$ cat config.mk
export PLATFORM = sky130hd
export DESIGN_NAME = uart_hex_reporter
export DESIGN_NICKNAME = d
export VERILOG_FILES = /design/src/rtl/uart_pkg.sv /design/src/rtl/uart_tx_core.sv /design/src/rtl/uart_hex_reporter.sv
export SDC_FILE = /design/constraint.sdc
export NUM_CORES = 1
export LEC_CHECK = 0
export BUFFER_PORTS_ARGS = -buffer_cell sky130_fd_sc_hd__clkbuf_2
export CORE_ASPECT_RATIO = 1.25
export CORE_MARGIN = 10
export CORE_UTILIZATION = 40
export DETAILED_ROUTE_END_ITERATION = 16
export GPL_ROUTABILITY_DRIVEN = 0
export HOLD_SLACK_MARGIN = 0.05
export PLACE_DENSITY_LB_ADDON = 0.15
export SLEW_MARGIN = 20
export SYNTH_ARGS = -nofsm -noshare
export SYNTH_HDL_FRONTEND = slang
export SYNTH_HIERARCHICAL = 1
export SYNTH_SLANG_ARGS = --single-unit
$ cat constraint.sdc
create_clock -name i_Clk -period 6.3 [get_ports i_Clk]
set_clock_uncertainty 0.15 [all_clocks]
set_input_delay 0.315 -clock i_Clk [delete_from_list [all_inputs] [get_ports i_Clk]]
set_output_delay 0.315 -clock i_Clk [all_outputs]
set_load 0.02 [all_outputs]
$ cat src/rtl/uart_pkg.sv
// Shared definitions for the UART hex reporter: ASCII constants, formatter
// state encoding and the nibble-to-hex-digit helper.
package uart_pkg;

    localparam logic [7:0] ASCII_CR = 8'h0D;
    localparam logic [7:0] ASCII_LF = 8'h0A;
    localparam logic [7:0] ASCII_0  = 8'h30;
    localparam logic [7:0] ASCII_A  = 8'h41;

    typedef enum logic [2:0] {
        IDLE,
        POP,
        HI,
        LO,
        CR,
        LF
    } fmt_state_t;

    // Uppercase hex digit for a 4-bit value.
    function automatic logic [7:0] nibble_to_ascii(input logic [3:0] nib);
        if (nib < 4'd10) begin
            return ASCII_0 + {4'h0, nib};
        end else begin
            return ASCII_A + {4'h0, nib - 4'd10};
        end
    endfunction

endpackage

$ cat src/rtl/uart_tx_core.sv
// Single-byte UART 8N1 serializer. o_Done pulses for one clock right after the
// stop bit completes, in the cycle where a new i_Start can already be accepted.
module uart_tx_core #(
    parameter int CLKS_PER_BIT = 217
) (
    input  logic       i_Clk,
    input  logic       i_Rst_L,
    input  logic       i_Start,
    input  logic [7:0] i_Byte,
    output logic       o_TX,
    output logic       o_Active,
    output logic       o_Done
);

    localparam int CNT_W = (CLKS_PER_BIT > 1) ? $clog2(CLKS_PER_BIT) : 1;
    localparam logic [CNT_W-1:0] CNT_MAX = CNT_W'(CLKS_PER_BIT - 1);

    logic [CNT_W-1:0] clk_cnt;
    logic [3:0]       bit_idx;
    logic [7:0]       shift;

    // bit_idx counts bit periods already finished; shifting in ones makes the
    // ninth period come out as the stop bit without a separate case.
    always_ff @(posedge i_Clk or negedge i_Rst_L) begin
        if (!i_Rst_L) begin
            o_TX     <= 1'b1;
            o_Active <= 1'b0;
            o_Done   <= 1'b0;
            clk_cnt  <= '0;
            bit_idx  <= '0;
            shift    <= '0;
        end else begin
            o_Done <= 1'b0;
            if (!o_Active) begin
                if (i_Start) begin
                    o_Active <= 1'b1;
                    o_TX     <= 1'b0;
                    shift    <= i_Byte;
                    clk_cnt  <= '0;
                    bit_idx  <= '0;
                end
            end else if (clk_cnt != CNT_MAX) begin
                clk_cnt <= clk_cnt + 1'b1;
            end else begin
                clk_cnt <= '0;
                if (bit_idx == 4'd9) begin
                    o_Active <= 1'b0;
                    o_Done   <= 1'b1;
                    o_TX     <= 1'b1;
                end else begin
                    o_TX    <= shift[0];
                    shift   <= {1'b1, shift[7:1]};
                    bit_idx <= bit_idx + 4'd1;
                end
            end
        end
    end

endmodule

$ cat src/rtl/uart_hex_reporter.sv
// Buffers incoming bytes in a small FIFO and reports each one over UART as two
// uppercase hex digits, optionally followed by CR LF.
module uart_hex_reporter
    import uart_pkg::*;
#(
    parameter int CLKS_PER_BIT = 217,
    parameter int FIFO_DEPTH   = 4,
    parameter int APPEND_CRLF  = 1
) (
    input  logic       i_Clk,
    input  logic       i_Rst_L,
    input  logic       i_DV,
    input  logic [7:0] i_Byte,
    output logic       o_Ready,
    output logic       o_Drop,
    output logic       o_Busy,
    output logic       o_UART_TX
);

    localparam int PTR_W = $clog2(FIFO_DEPTH);
    localparam logic [PTR_W:0] FULL_COUNT = (PTR_W + 1)'(FIFO_DEPTH);

    logic [7:0]       mem [FIFO_DEPTH];
    logic [PTR_W-1:0] wr_ptr;
    logic [PTR_W-1:0] rd_ptr;
    logic [PTR_W:0]   count;
    logic [PTR_W:0]   count_next;
    logic [7:0]       head;
    logic [7:0]       hold;
    logic             push;
    logic             pop;

    fmt_state_t state;
    fmt_state_t state_next;
    logic       char_done;
    logic       tx_start;
    logic [7:0] tx_char;
    logic       tx_active;
    logic       tx_done;

    assign push = i_DV & o_Ready;
    assign head = mem[rd_ptr];

    always_comb begin
        count_next = count;
        if (push && !pop) begin
            count_next = count + 1'b1;
        end else if (!push && pop) begin
            count_next = count - 1'b1;
        end
    end

    always_ff @(posedge i_Clk) begin
        if (push) begin
            mem[wr_ptr] <= i_Byte;
        end
    end

    // At the end of a report the FSM pops the next value directly instead of
    // passing through IDLE/POP, which keeps the one-clock gap between values.
    always_comb begin
        state_next = state;
        pop        = 1'b0;
        tx_start   = 1'b0;
        tx_char    = 8'h00;
        char_done  = 1'b0;
        case (state)
            IDLE: begin
                if (count != '0 && !tx_active) begin
                    state_next = POP;
                end
            end
            POP: begin
                pop        = 1'b1;
                tx_start   = 1'b1;
                tx_char    = nibble_to_ascii(head[7:4]);
                state_next = HI;
            end
            HI: begin
                if (tx_done) begin
                    tx_start   = 1'b1;
                    tx_char    = nibble_to_ascii(hold[3:0]);
                    state_next = LO;
                end
            end
            LO: begin
                if (tx_done) begin
                    if (APPEND_CRLF != 0) begin
                        tx_start   = 1'b1;
                        tx_char    = ASCII_CR;
                        state_next = CR;
                    end else begin
                        char_done = 1'b1;
                    end
                end
            end
            CR: begin
                if (tx_done) begin
                    tx_start   = 1'b1;
                    tx_char    = ASCII_LF;
                    state_next = LF;
                end
            end
            LF: begin
                if (tx_done) begin
                    char_done = 1'b1;
                end
            end
            default: state_next = IDLE;
        endcase
        if (char_done) begin
            if (count != '0) begin
                pop        = 1'b1;
                tx_start   = 1'b1;
                tx_char    = nibble_to_ascii(head[7:4]);
                state_next = HI;
            end else begin
                state_next = IDLE;
            end
        end
    end

    always_ff @(posedge i_Clk or negedge i_Rst_L) begin
        if (!i_Rst_L) begin
            state   <= IDLE;
            count   <= '0;
            wr_ptr  <= '0;
            rd_ptr  <= '0;
            hold    <= '0;
            o_Ready <= 1'b1;
            o_Drop  <= 1'b0;
            o_Busy  <= 1'b0;
        end else begin
            state   <= state_next;
            count   <= count_next;
            o_Ready <= (count_next != FULL_COUNT);
            o_Drop  <= i_DV & ~o_Ready;
            o_Busy  <= (count_next != '0) | (state_next != IDLE);
            if (push) begin
                wr_ptr <= wr_ptr + 1'b1;
            end
            if (pop) begin
                rd_ptr <= rd_ptr + 1'b1;
                hold   <= head;
            end
        end
    end

    uart_tx_core #(
        .CLKS_PER_BIT(CLKS_PER_BIT)
    ) u_tx_core (
        .i_Clk   (i_Clk),
        .i_Rst_L (i_Rst_L),
        .i_Start (tx_start),
        .i_Byte  (tx_char),
        .o_TX    (o_UART_TX),
        .o_Active(tx_active),
        .o_Done  (tx_done)
    );

endmodule
### After elaboration in Yosys (flattened, before gate mapping)

Memories as Yosys holds them, arrays and structs flattened.
Cells that the tools add are included.
W data, S select, Z words.

* bits in latches: 0
* register bits: 40
* memory bits (read-only): 0
* memory bits (writable): 32
* word-level logic and storage cells: 106
* memories kept: 1

Memories
* mem: words 4, width 8, read ports 1, clocked after memory_dff 0, write ports 1, RTL line uart_hex_reporter.sv:23 `logic [7:0] mem [FIFO_DEPTH];`

* shifts and indexed selects: 0
* multipliers: 0
* div/mod/pow operators: 0
* magnitude comparators: 2
* mux-type cells: 49
* bitwise logic cells: 4
* reduce and logical (&&, ||, !) cells: 14
* equal/unequal tests: 10
* add/subtract/negate cells: 12

Operators with widths (count)
* $mux W8: 12
* $pmux W8 S4: 1
* $mux W4: 6
* $mux W3: 7
* $mux W1: 20
* $pmux W3 S6: 1
* $add A7 B4 Y8 const A: 2
* $add A6 B4 Y7 const A: 2
* $reduce_bool A3 Y1: 3
* $add A8 B1 Y8 const B: 1
* $lt A4 B4 Y1 const B: 2
* $ne A8 B8 Y1 const B: 1
* $sub A4 B4 Y4 const B: 2
* $eq A3 B2 Y1 const B: 2
* $eq A3 B3 Y1 const B: 2
* $add A2 B1 Y2 const B: 2
* $add A4 B1 Y4 const B: 1
* $eq A4 B4 Y1 const B: 1
* $ne A2 B2 Y1 const B: 2
* $add A3 B1 Y3 const B: 1
* $eq A3 B1 Y1 const B: 1
* $logic_and A1 B1 Y1: 3
* $logic_not A1 Y1: 3
* $logic_not A3 Y1: 1
* 11 further kinds: 12

### Longest topological paths before layout

* depth in word-level cells: 9
* depth in mapped cells: 10
* mapped depth without buffers: 9

### Cells and area by module

Netlist, hierarchy kept.

Modules (own cells, without submodules)
* uart_hex_reporter: instances 1, cells an instance 199, area each 2516.2 um^2
* uart_tx_core: instances 1, cells an instance 120, area each 1291.2 um^2

### Worst setup path after synthesis

No wires, ideal clock.

* path kind: register -> register
* start: register rd_ptr[0]
* end: register u_tx_core.shift[2]
* setup time: 0.123 ns
* path buffers: 1
* cell stages (with the launch flop): 10
* data arrival time: 2.128 ns
* data required time: 6.027 ns
* period minus slack after synthesis: 2.401 ns
* slack: 3.899 ns
* cells stage by stage: dfrtp_1 -> buf_6 -> mux4_2 -> inv_1 -> ha_1 -> xnor2_1 -> o21ai_0 -> o22ai_1 -> or2_2 -> o221a_1

* longest elaborated chain between the ends: 9
* elaborated cells on any way between the ends: 11
* those cells by class: add/sub (3); order compare (1); mux (6); memory (1)

Ends and longest elaborated chain
* start, declared: RTL line uart_hex_reporter.sv:25 `logic [PTR_W-1:0] rd_ptr;`
* start signal, assigned: RTL line uart_hex_reporter.sv:143 `rd_ptr <= rd_ptr + 1'b1;`
* $mem_v2 Z4 W8 (*)
* $sub A4 B4 Y4: RTL line uart_pkg.sv:24 `return ASCII_A + {4'h0, nib - 4'd10};`
* $add A7 B4 Y8: RTL line uart_pkg.sv:24
* $mux W8 (*): RTL line uart_pkg.sv:21 `if (nib < 4'd10) begin`
* $pmux W8 S4: RTL line uart_hex_reporter.sv:67 `case (state)`
* $mux W8: RTL line uart_hex_reporter.sv:112 `if (count != '0) begin`
* $mux W8 (*): RTL line uart_hex_reporter.sv:111 `if (char_done) begin`
* net tx_char[2]: RTL line uart_hex_reporter.sv:37 `logic [7:0] tx_char;`
* $mux W8 (*): RTL line uart_tx_core.sv:35 `if (i_Start) begin`
* $mux W8 (*): RTL line uart_tx_core.sv:34 `if (!o_Active) begin`
* end signal, assigned: RTL line uart_tx_core.sv:38 `shift <= i_Byte;`
* end signal, assigned: RTL line uart_tx_core.sv:52 `shift <= {1'b1, shift[7:1]};`
* end, declared: RTL line uart_tx_core.sv:20 `logic [7:0] shift;`

Mark *: on every way through the listed nets, which the timed path passes. The rest lies on a longest branch. The select of a mux whose other input is x is not followed.
A chain may end at the register's enable or synchronous reset.

### Worst setup path after layout

Ends and elaborated chain as after synthesis.

==> out/metrics.cfg <==
[outcome]
status = complete, but fails checks
violations = hold timing

[die]
die_area_sq_um = 13800
die_w_um = 107
core_sq_um = 9220
rows = 39
die_h_um = 129
io_pins = 15
start_util_pct = 41.3

[routing]
wirelength_mm = 7.16
dr_total_vias = 2475
post_drt_wl_per_cell_um = 15.3
route.detailed.drc = 0
viasPerCell = 5.29
drtAntennaViolNets = 0
drt_first_pass_iters = 4
drt_iter0_markers = 70

[pwr]
clkPwrFrac_pct = 37.4
switching_share_pct = 26.6
seqPwrFrac_pct = 47.2
internal_power_mw = 0.903
switching_power_mw = 0.327
power_density_nw_per_um2 = 285
p_leak_nw = 1.76
irDropWorstVdd_mv = 0.198
power_frac_comb_pct = 15.4

[clock_tree]
cts_made_buffers = 9
cts_max_level = 3
clk_path_buf_depth = 2
post_cts_buffers = 0
hold_buffers = 7
cts_root_buf = clkbuf_16
clock-sinks = 72
clkLatencyLatePin_ns = 0.33
cts_tree = yes
cts_resized = 0
clk_pin_slew_ns = 0.06

[cells_and_area]
drive_gt1_share_pct = 15.1
final_cell_mix = dfrtp_1, nand2_1, edfxtp_1
antenna-diode-count = 0
final_common_cell = dfrtp_1
area_growth_pct = 13.4
nets = 368

[placement]
place_hpwl_mm = 5.10
io_buffers = 14

[min_path]
hold_class = input pin to async pin

[critical_path]
worstPathArrival_ns = 2.78
start_kind = flip-flop
cp.required_ns = 6.36
reg2regPathDepth = 8
regToRegStartpoint = rd_ptr[0]$_DFFE_PN0P_
end_kind = flip-flop
worstSetupPathType = flip-flop to flip-flop
critPathMaxFanout = 10
r2r-end = u_tx_core/shift[2]$_DFFE_PN0P_
rrSetupSlack_ns = 3.58

[sta]
finalSetupViolCount = 0
relSlewSlack_pct = 37.4
hold_viol = 38
final_max_slew_viol_count = 0
final.min_clock_period_ns = 2.72
hold-worst-slack_ns = -0.0328
rsz0062_at_grt = no
fin_crit_sh_pct = 43.1
max_freq_ghz = 0.368
fin_setup_tns_ns = 0
worstMarginPinSlew_ns = 0.939

[yosys]
synth.avg_cell_area_sq_um = 11.9
synthArstFlopShare_pct = 55.6
yosysSeqAreaShare_pct = 51.6
synth_warnings = 6
synth_cell_type_count = 64
synth-seq-cells = 72
synth_ff_type = dfrtp_1
postSynthCellCount = 319
synth_fp_nets = 347
synth_edf_count = 32
synth_area_sq_um = 3810

[grt]
track_usage_pct = 11.5
first_global_vias = 2648
grt_overflow = 0
grt_max_degree = 41
antenna_found_initial = 0
grt_pass1_wl_mm = 12.8

[run]
drv_cap = 0

critical path: stages, from the launching register on:
cell	delay, ns
dfrtp_1	0.66
mux4_2	0.64
inv_1	0.13
ha_1	0.26
xnor2_1	0.13
o21ai_0	0.14
o22ai_1	0.09
or2_2	0.29
o221a_1	0.11
cell families after synthesis:
logic type	Yosys count	share of synthesized area (%)
other	1	0.0985
XOR/XNOR	12	2.76
multiplexers	13	6.47
flip-flops	72	51.6
AO/OA/AOI/OAI	73	14.4
AND/OR/NAND/NOR	99	15.1
buffers and inverters	30	3.45
adder cells (fa/ha/maj)	19	6.11
synth_stat cells, drive strengths merged, types with 2 or more instances:
library cell | count | area share [%]
nor2 | 7 | 0.69
dfstp | 2 | 1.4
and2 | 3 | 0.49
o22ai | 3 | 0.49
buf | 7 | 1.2
o21ai | 19 | 2.8
a31oi | 3 | 0.49
nand4 | 5 | 1.2
a2bb2oi | 2 | 0.46
or2 | 7 | 1.2
inv | 19 | 1.9
xor2 | 4 | 0.92
o211ai | 8 | 1.6
nand3 | 9 | 1.2
o221a | 7 | 2.1
o32ai | 4 | 0.92
mux4 | 8 | 5.1
nor3 | 2 | 0.26
and4b | 2 | 0.56
clkbuf | 4 | 0.43
dfrtp | 38 | 25
edfxtp | 32 | 25
and3 | 7 | 1.2
xnor2 | 8 | 1.8
or3 | 5 | 0.82
mux2i | 4 | 1.1
nand4b | 2 | 0.85
maj3 | 2 | 0.53
nand2 | 33 | 3.3
nand2b | 5 | 0.82
nor2b | 8 | 1.5
a21oi | 12 | 1.6
ha | 17 | 5.6
state kept, by name, summed over array words and instances (netlist names):
signal / count
mem: 32
wr_ptr: 2
u_tx_core/o_Done: 1
o_Drop: 1
state: 3
count: 3
hold: 4
o_Busy: 1
u_tx_core/o_Active: 1
u_tx_core/clk_cnt: 8
o_Ready: 1
rd_ptr: 2
u_tx_core/shift: 8
u_tx_core/bit_idx: 4
u_tx_core/o_TX: 1
stage by stage:
stage / area [sq um] / setup slack, ns / util, % / power, mW / std cells
2_1_floorplan: 3810 / 3.90 / - / 0.727 / 319
3_3_place_gp: 3970 / 3.57 / 43.1 / 0.777 / 445
3_5_place_dp: 3970 / 3.56 / 43.1 / 0.780 / 445
4_1_cts: 4320 / 3.53 / 46.8 / 1.25 / 468
5_1_grt: 4320 / 3.36 / 46.8 / 1.30 / 468
6_report: 4320 / 3.58 / 46.8 / 1.23 / 468
area by class of cell:
cell class / count / area (sq um)
fill: 843 / 4910
sequential: 72 / 1960
multi-input combinational: 217 / 1710
clock buffer: 10 / 229
tap: 123 / 154
timing repair buffer: 21 / 140
inverter: 19 / 71.3
clock inverter: 6 / 46.3
power groups by stage:
stage,sequential (mW),clock [mW],combinational (mW)
after floorplan,0.586,0,0.142
after global placement,0.589,0,0.188
after detailed placement,0.592,0,0.188
after CTS,0.583,0.476,0.194
after global routing,0.587,0.495,0.220
final,0.581,0.460,0.189
metal layers:
layer / global-route usage (%) / vias to the layer above / wire length, um
li1: - / 1233 / -
met1: 12.9 / 1203 / 3110
met2: 20.0 / 27 / 3720
met3: 3.32 / 12 / 187
met4: 5.11 / 0 / 138
met5: 0 / - / 0
how the worst max path moves through the flow:
stage | slack [ns] | start | endpoint
after global placement | 3.57 | rd_ptr[0]$_DFFE_PN0P_ | u_tx_core/shift[2]$_DFFE_PN0P_
after CTS | 3.53 | rd_ptr[0]$_DFFE_PN0P_ | u_tx_core/shift[2]$_DFFE_PN0P_
after floorplan | 3.90 | rd_ptr[0]$_DFFE_PN0P_ | u_tx_core/shift[2]$_DFFE_PN0P_
final | 3.58 | rd_ptr[0]$_DFFE_PN0P_ | u_tx_core/shift[2]$_DFFE_PN0P_
after global routing | 3.36 | rd_ptr[0]$_DFFE_PN0P_ | u_tx_core/shift[2]$_DFFE_PN0P_
after detailed placement | 3.56 | rd_ptr[0]$_DFFE_PN0P_ | u_tx_core/shift[2]$_DFFE_PN0P_
(Power assumes the default switching activity.)
